### src/rtl/mem_port_arbiter.sv
// Arbiter sharing one single-port memory between instruction fetch and data access.
// Data has priority; a starvation counter forces a fetch grant after STARVE_LIMIT data wins.
module mem_port_arbiter #(
    parameter int ADDR_WIDTH   = 32,
    parameter int DATA_WIDTH   = 32,
    parameter int STARVE_LIMIT = 4
) (
    input  logic                  clk,
    input  logic                  res,
    input  logic                  i_req,
    input  logic [ADDR_WIDTH-1:0] i_addr,
    output logic                  i_gnt,
    output logic                  i_rvalid,
    output logic [DATA_WIDTH-1:0] i_rdata,
    input  logic                  d_req,
    input  logic                  d_wen,
    input  logic [ADDR_WIDTH-1:0] d_addr,
    input  logic [DATA_WIDTH-1:0] d_wdata,
    input  logic [1:0]            d_size,
    input  logic                  d_zero_ex,
    output logic                  d_gnt,
    output logic                  d_rvalid,
    output logic [DATA_WIDTH-1:0] d_rdata,
    output logic                  m_req,
    output logic                  m_wen,
    output logic [ADDR_WIDTH-1:0] m_addr,
    output logic [DATA_WIDTH-1:0] m_wdata,
    output logic [1:0]            m_size,
    output logic                  m_zero_ex,
    input  logic                  m_ready,
    input  logic [DATA_WIDTH-1:0] m_rdata
);

    localparam logic [1:0] SIZE_WORD  = 2'b10;
    localparam logic [3:0] STARVE_MAX = 4'(STARVE_LIMIT);

    typedef enum logic [1:0] {
        IDLE = 2'b00,
        BUSY = 2'b01,
        RESP = 2'b10
    } state_t;

    state_t                state_q, state_d;
    logic                  owner_q, owner_d;   // 1 = data requester owns the access
    logic [3:0]            starve_q, starve_d;
    logic                  m_req_q, m_req_d;
    logic                  m_wen_q, m_wen_d;
    logic [ADDR_WIDTH-1:0] m_addr_q, m_addr_d;
    logic [DATA_WIDTH-1:0] m_wdata_q, m_wdata_d;
    logic [1:0]            m_size_q, m_size_d;
    logic                  m_zero_ex_q, m_zero_ex_d;
    logic                  i_rvalid_q, i_rvalid_d;
    logic                  d_rvalid_q, d_rvalid_d;
    logic [DATA_WIDTH-1:0] i_rdata_q, i_rdata_d;
    logic [DATA_WIDTH-1:0] d_rdata_q, d_rdata_d;
    logic                  starved_s;
    logic                  i_gnt_s;
    logic                  d_gnt_s;

    // Arbitration, next-state and registered-output next values.
    always_comb begin
        state_d     = state_q;
        owner_d     = owner_q;
        starve_d    = starve_q;
        m_req_d     = 1'b0;
        m_wen_d     = m_wen_q;
        m_addr_d    = m_addr_q;
        m_wdata_d   = m_wdata_q;
        m_size_d    = m_size_q;
        m_zero_ex_d = m_zero_ex_q;
        i_rvalid_d  = 1'b0;
        d_rvalid_d  = 1'b0;
        i_rdata_d   = i_rdata_q;
        d_rdata_d   = d_rdata_q;
        i_gnt_s     = 1'b0;
        d_gnt_s     = 1'b0;
        starved_s   = i_req && (starve_q == STARVE_MAX);

        case (state_q)
            IDLE: begin
                if (d_req && !starved_s) begin
                    d_gnt_s     = 1'b1;
                    owner_d     = 1'b1;
                    state_d     = BUSY;
                    m_req_d     = 1'b1;
                    m_wen_d     = d_wen;
                    m_addr_d    = d_addr;
                    m_wdata_d   = d_wdata;
                    m_size_d    = d_size;
                    m_zero_ex_d = d_zero_ex;
                    if (!i_req) begin
                        starve_d = 4'd0;
                    end else if (starve_q == STARVE_MAX) begin
                        starve_d = starve_q;
                    end else begin
                        starve_d = starve_q + 4'd1;
                    end
                end else if (i_req) begin
                    i_gnt_s     = 1'b1;
                    owner_d     = 1'b0;
                    state_d     = BUSY;
                    starve_d    = 4'd0;
                    m_req_d     = 1'b1;
                    m_wen_d     = 1'b0;
                    m_addr_d    = i_addr;
                    m_wdata_d   = {DATA_WIDTH{1'b0}};
                    m_size_d    = SIZE_WORD;
                    m_zero_ex_d = 1'b1;
                end else begin
                    state_d = IDLE;
                end
            end
            BUSY: begin
                if (m_ready) begin
                    state_d = RESP;
                    if (owner_q) begin
                        d_rvalid_d = 1'b1;
                        d_rdata_d  = m_rdata;
                    end else begin
                        i_rvalid_d = 1'b1;
                        i_rdata_d  = m_rdata;
                    end
                end else begin
                    m_req_d = 1'b1;
                end
            end
            RESP: begin
                state_d = IDLE;
            end
            default: begin
                state_d = IDLE;
            end
        endcase
    end

    // State and output registers with synchronous reset.
    always_ff @(posedge clk) begin
        if (res) begin
            state_q     <= IDLE;
            owner_q     <= 1'b0;
            starve_q    <= 4'd0;
            m_req_q     <= 1'b0;
            m_wen_q     <= 1'b0;
            m_addr_q    <= {ADDR_WIDTH{1'b0}};
            m_wdata_q   <= {DATA_WIDTH{1'b0}};
            m_size_q    <= SIZE_WORD;
            m_zero_ex_q <= 1'b1;
            i_rvalid_q  <= 1'b0;
            d_rvalid_q  <= 1'b0;
            i_rdata_q   <= {DATA_WIDTH{1'b0}};
            d_rdata_q   <= {DATA_WIDTH{1'b0}};
        end else begin
            state_q     <= state_d;
            owner_q     <= owner_d;
            starve_q    <= starve_d;
            m_req_q     <= m_req_d;
            m_wen_q     <= m_wen_d;
            m_addr_q    <= m_addr_d;
            m_wdata_q   <= m_wdata_d;
            m_size_q    <= m_size_d;
            m_zero_ex_q <= m_zero_ex_d;
            i_rvalid_q  <= i_rvalid_d;
            d_rvalid_q  <= d_rvalid_d;
            i_rdata_q   <= i_rdata_d;
            d_rdata_q   <= d_rdata_d;
        end
    end

    // Grants are combinational and suppressed while reset is held.
    assign i_gnt     = i_gnt_s && !res;
    assign d_gnt     = d_gnt_s && !res;
    assign i_rvalid  = i_rvalid_q;
    assign d_rvalid  = d_rvalid_q;
    assign i_rdata   = i_rdata_q;
    assign d_rdata   = d_rdata_q;
    assign m_req     = m_req_q;
    assign m_wen     = m_wen_q;
    assign m_addr    = m_addr_q;
    assign m_wdata   = m_wdata_q;
    assign m_size    = m_size_q;
    assign m_zero_ex = m_zero_ex_q;

endmodule

### config.mk
export PLATFORM = sky130hd
export DESIGN_NAME = mem_port_arbiter
export DESIGN_NICKNAME = d
export VERILOG_FILES = /design/src/rtl/mem_port_arbiter.sv
export SDC_FILE = /design/constraint.sdc
export NUM_CORES = 1
export LEC_CHECK = 0
export CAP_MARGIN = 5
export CELL_PAD_IN_SITES_DETAIL_PLACEMENT = 0
export CELL_PAD_IN_SITES_GLOBAL_PLACEMENT = 1
export CORE_MARGIN = 2
export CORE_UTILIZATION = 28
export DETAILED_ROUTE_END_ITERATION = 7
export GPL_TIMING_DRIVEN = 0
export PLACE_DENSITY = 0.81
export SYNTH_ARGS = -nofsm -noshare
export SYNTH_HDL_FRONTEND = slang
export SYNTH_SLANG_ARGS = --single-unit
export TNS_END_PERCENT = 20
### constraint.sdc
create_clock -name clk -period 2.09 [get_ports clk]
set_clock_uncertainty 0.1 [all_clocks]
set_input_delay 0.209 -clock clk [delete_from_list [all_inputs] [get_ports clk]]
set_output_delay 0.209 -clock clk [all_outputs]
set_load 0.05 [all_outputs]
Yosys cells after proc, flatten, opt, wreduce, memory -nomap -nowiden --
Cells that the tools add are included.
Cells by class: equal/unequal tests 4, add/subtract/negate cells 1, mux-type cells 29, shift-type cells 0, div/mod/pow operators 0, multiply operators 0, magnitude comparators 0, bitwise logic cells 3, reductions and logical operators 13
Operator list (count):
- two-way mux 32 bit | 4
- two-way mux 1 bit | 16
- two-way mux 4 bit | 4
- AND reduction 3 bit | 3
- two-way mux 2 bit | 3
- adder 4 x 1 -> 4 bit, second input constant | 1
- equality test 4 x 3 -> 1 bit, second input constant | 1
- logical AND 1 bit | 4
- one-hot mux 2 bit (2 select lines) | 1
- != test 3 bit, second input constant | 1
- inverter 1 bit | 3
- OR reduction 3 bit | 1
- equality test 2 x 1 -> 1 bit, second input constant | 1
- logical NOT 1 bit | 2
- logical NOT 2 bit | 1
- != test 2 bit, second input constant | 1
- one-hot mux 1 bit (2 select lines) | 1
- AND reduction 2 bit | 1
- nonzero test 2 bit | 1
Word-level totals: bits in latches 0, memory bits (writable) 0, bits in read-only memories 0, bits in registers 142, output and inout bits 137, input bits 137, memories kept 0

Depth between registers and ports, before layout --
word-level depth 7, depth in mapped cells 7, mapped depth without buffers 6

Least setup slack after synthesis --
OpenSTA, ideal clock, no wires.
path kind flip-flop to output port, start point reg starve_q[0], end point out i_gnt, cell stages (with the launch flop) 6, arrival time 1.757 ns, path slack 0.024 ns, data required time 1.781 ns, path buffers 1, cells stage by stage dfxtp_1 -> inv_1 -> ha_1 -> nand4b_2 -> clkbuf_1 -> a21oi_1
Between the ends: cells in the longest elaborated chain, start to end 7
Ends and longest elaborated chain:
- start: declaration | line 45 | logic [3:0] starve_q, starve_d;
- start signal: assignment | line 155 | starve_q <= starve_d;
- equality test 4 x 3 -> 1 bit | line 77 | starved_s = i_req && (starve_q == STARVE_MAX);
- logical AND 1 bit | line 77
- logical NOT 1 bit | line 81 | if (d_req && !starved_s) begin
- logical AND 1 bit | line 81
- two-way mux 1 bit | line 81
- two-way mux 1 bit | line 79 | case (state_q)
- logical AND 1 bit | line 170 | assign i_gnt = i_gnt_s && !res;
- end: declaration | line 12 | output logic i_gnt,
Every way passes these cells.

Worst setup path after layout --
start point reg starve_q[1], end point out d_gnt
Between the ends: cells in the longest elaborated chain, start to end 7
Ends and longest elaborated chain:
- equality test 4 x 3 -> 1 bit | line 77
- logical AND 1 bit | line 77
- logical NOT 1 bit | line 81
- logical AND 1 bit | line 81
- two-way mux 1 bit | line 81
- two-way mux 1 bit | line 79
- logical AND 1 bit | line 171 | assign d_gnt = d_gnt_s && !res;
- end: declaration | line 21 | output logic d_gnt,
Every way passes these cells.

==> flow_metrics.py <==
metrics = {
    "run_status": {
        "status": "finished clean",
    },
    "critical_path": {
        "worstSetupPathType": "reg -> out",
        "cp_max_fo": 10,
        "crit_chain": "inv_1, ha_4, nand4b_4, nand3_4, inv_4, buf_4, buf_6",
        "endpoint": "d_gnt",
        "crit-reg2reg-launch": "starve_q[1]",
        "r2r_end": "m_addr[14]",
        "worst-path-buf-inv": 4,
        "required_ps": 1780,
        "arrival_ps": 1670,
        "crit_start": "starve_q[1]",
        "r2r_cells": 7,
        "slowest_delay_ps": 350,
        "crit_path_end_kind": "output pin",
        "cp_slowest_cell": "dfxtp_2",
        "critical_path.top_delay_family": "buffers and inverters",
        "r2r_slack_ps": 200,
        "startpoint_type": "flop",
        "worst-path-stages": 7,
    },
    "worst_hold_path": {
        "worstHoldPathType": "in -> reg",
    },
    "placed_design": {
        "port_buffers": 271,
        "place.gp.congestion": 0.802,
        "dpl.hpwl_um": 13900,
    },
    "floorplan": {
        "coreArea_mm2": 0.0188,
        "die_w_um": 143,
        "initial_utilization": 0.287,
        "dieArea_mm2": 0.0204,
        "rows": 50,
        "ios": 274,
        "die_h_um": 143,
    },
    "logic_synthesis": {
        "synth_area_per_cell_um2": 8.69,
        "ys.warnings.count": 0,
        "ys.flop_type": "dfxtp_1",
        "ys_types": 36,
        "async_flop_share": 0,
        "synth_edf_count": 0,
        "syn_nets": 761,
        "syn_area_mm2": 0.00541,
        "ys_seq_area_frac": 0.526,
        "syn_inst": 622,
        "synth-seq-cells": 142,
    },
    "route": {
        "vias": 5640,
        "drc": 0,
        "antenna_left": 0,
        "first_iter_violations": 275,
        "viasPerCell": 4.75,
        "routed_wl_um": 19400,
        "wl_per_cell_um": 16.3,
        "drt_first_pass_iters": 7,
    },
    "global_routing": {
        "grt_pass1_vias": 5577,
        "grt_max_degree": 17,
        "antenna_found_initial": 0,
        "grtUsageTotal": 0.185,
        "grt_pass1_wl_um": 29500,
        "grt_remaining_overflow": 0,
    },
    "finish": {
        "final_common_cell": "clkdlybuf4s50_1",
        "layout_common_cells": "clkdlybuf4s50_1 (269), dfxtp_1 (140), nand2_1 (130), a21oi_1 (108), o21ai_0 (42)",
        "drive_above_1_share": 0.0862,
        "n_antenna_cell": 0,
        "fillers": 1816,
        "syn_to_final_growth_pct": 69.6,
        "fin_util": 0.487,
        "fin_nets": 1055,
    },
    "timing": {
        "fin_crit_ps": 1980,
        "worst_slew_margin_rel": 0.555,
        "drv_slew": 0,
        "final-hold-violation-count": 0,
        "period_share": 0.946,
        "setup_viol": 0,
        "max_freq_mhz": 506,
        "worstMarginPinSlew_ps": 667,
        "rsz0062_at_grt": "false",
        "setup_tns_ps": 0,
    },
    "power": {
        "p_leak_nw": 3.24,
        "ir_drop_mv": 0.439,
        "p_per_area_mw_per_mm2": 861,
    },
    "clocking": {
        "clock_latency_ps": 410,
        "cts.sinks": 142,
        "cts_buffers": 17,
        "cts_tree": "built",
        "clockBufferDepth": 2,
        "clockRootBuffer": "clkbuf_16",
        "path_clk_slew_ps": 60,
        "h-tree-depth": 4,
        "hold_buffers": 0,
    },
    "run": {
        "maxCapViolations": 0,
    },
}
-- routing by layer --
metal | track usage | part of all wire | vias up
met5 | 0 | 0 | -
met4 | 0.0787 | 0.026 | 0
met2 | 0.298 | 0.47 | 185
li1 | - | - | 2800
met1 | 0.238 | 0.44 | 2624
met3 | 0.0433 | 0.059 | 31
-- layout make-up --
| class | instances | area (um2) | share of cell area |
|---|---|---|---|
| sequential | 142 | 2850 | 0.310 |
| timing repair buffer | 275 | 2740 | 0.299 |
| multi-input combinational | 414 | 2300 | 0.250 |
| clock buffer | 21 | 470 | 0.0513 |
| tap | 260 | 325 | 0.0355 |
| buffer | 62 | 312 | 0.0340 |
| clock inverter | 10 | 160 | 0.0175 |
| inverter | 4 | 17.5 | 0.00191 |
-- registers in the layout, indices dropped and copies added, names as in the netlist --
signal / cells
d_rdata: 32
starve_q: 4
d_rvalid: 1
i_rvalid: 1
i_rdata: 32
m_req: 1
owner_q: 1
m_addr: 32
state_q: 2
m_wdata: 32
m_wen: 1
m_size: 2
m_zero_ex: 1
-- worst min-delay path by stage --
stage | startpoint | to | slack, ps | depth (start not counted)
floorplan | d_size[1] | m_size[1] | 240 | 1
global placement | i_rdata[24] | i_rdata[24] | 340 | 2
detailed placement | d_rdata[23] | d_rdata[23] | 350 | 2
CTS | d_req | m_addr[0] | 50 | 3
global route | d_req | m_addr[0] | 70 | 3
finish | d_req | m_addr[0] | 70 | 3
-- power by group --
| group | internal (mW) | total [mW] | switching (mW) |
|---|---|---|---|
| combinational | 0.671 | 1.69 | 1.02 |
| sequential | 2.87 | 2.96 | 0.0865 |
| clock | 2.09 | 3.24 | 1.16 |
| total | 5.63 | 7.90 | 2.27 |
-- metrics by stage --
step                instances  hold WS, ps  total power, mW  area (um2)  worst slack (ps)
floorplan                 622          238             3.96        5410              23.6
global placement         1153          341             4.69        8440              -711
detailed placement       1153          346             4.70        8440              -697
CTS                      1188         53.9             7.96        9150              11.4
global route             1188         72.6             8.18        9170              7.50
finish                   1188         65.4             7.90        9170               112
-- Yosys cell counts, drive strengths merged, types with 4 or more instances --
library cell | number | area [um2]
buf | 33 | 193
a21oi | 110 | 562
inv | 4 | 15.0
nor2 | 7 | 36.3
dfxtp | 142 | 2840
a22o | 26 | 228
nand2 | 130 | 488
clkbuf | 29 | 109
o21ai | 42 | 210
a311oi | 33 | 289
nand3 | 36 | 180
nand4 | 8 | 50.1
-- worst reg2reg max path: cells and delay by family (launching register included) --
family                     cells  cell delay, ps
buffers and inverters          3             590
DFF                            1             350
AOI/OAI and AO/OA              1             330
and+or+nand+nor                2             250
adders and majority gates      1             170
-- timing repair --
action,CTS,global route
cloned,0,0
endpoints found under the setup margin,2,3
buffers inserted,4,0
endpoints found under the hold margin,0,0
gates resized for setup,23,5
-- kinds of logic (layout without fill, tap and decap cells) --
group | after synthesis | count (layout) | synth area share
adder cells (fa/ha/maj) | 2 | 2 | 0.00463
XOR/XNOR | 1 | 1 | 0.00162
flip-flops | 142 | 142 | 0.526
buffers and inverters | 66 | 372 | 0.0585
AND/OR/NAND/NOR | 196 | 196 | 0.164
AO/OA/AOI/OAI | 215 | 215 | 0.245
No activity file was read; power rests on OpenSTA's default activity.
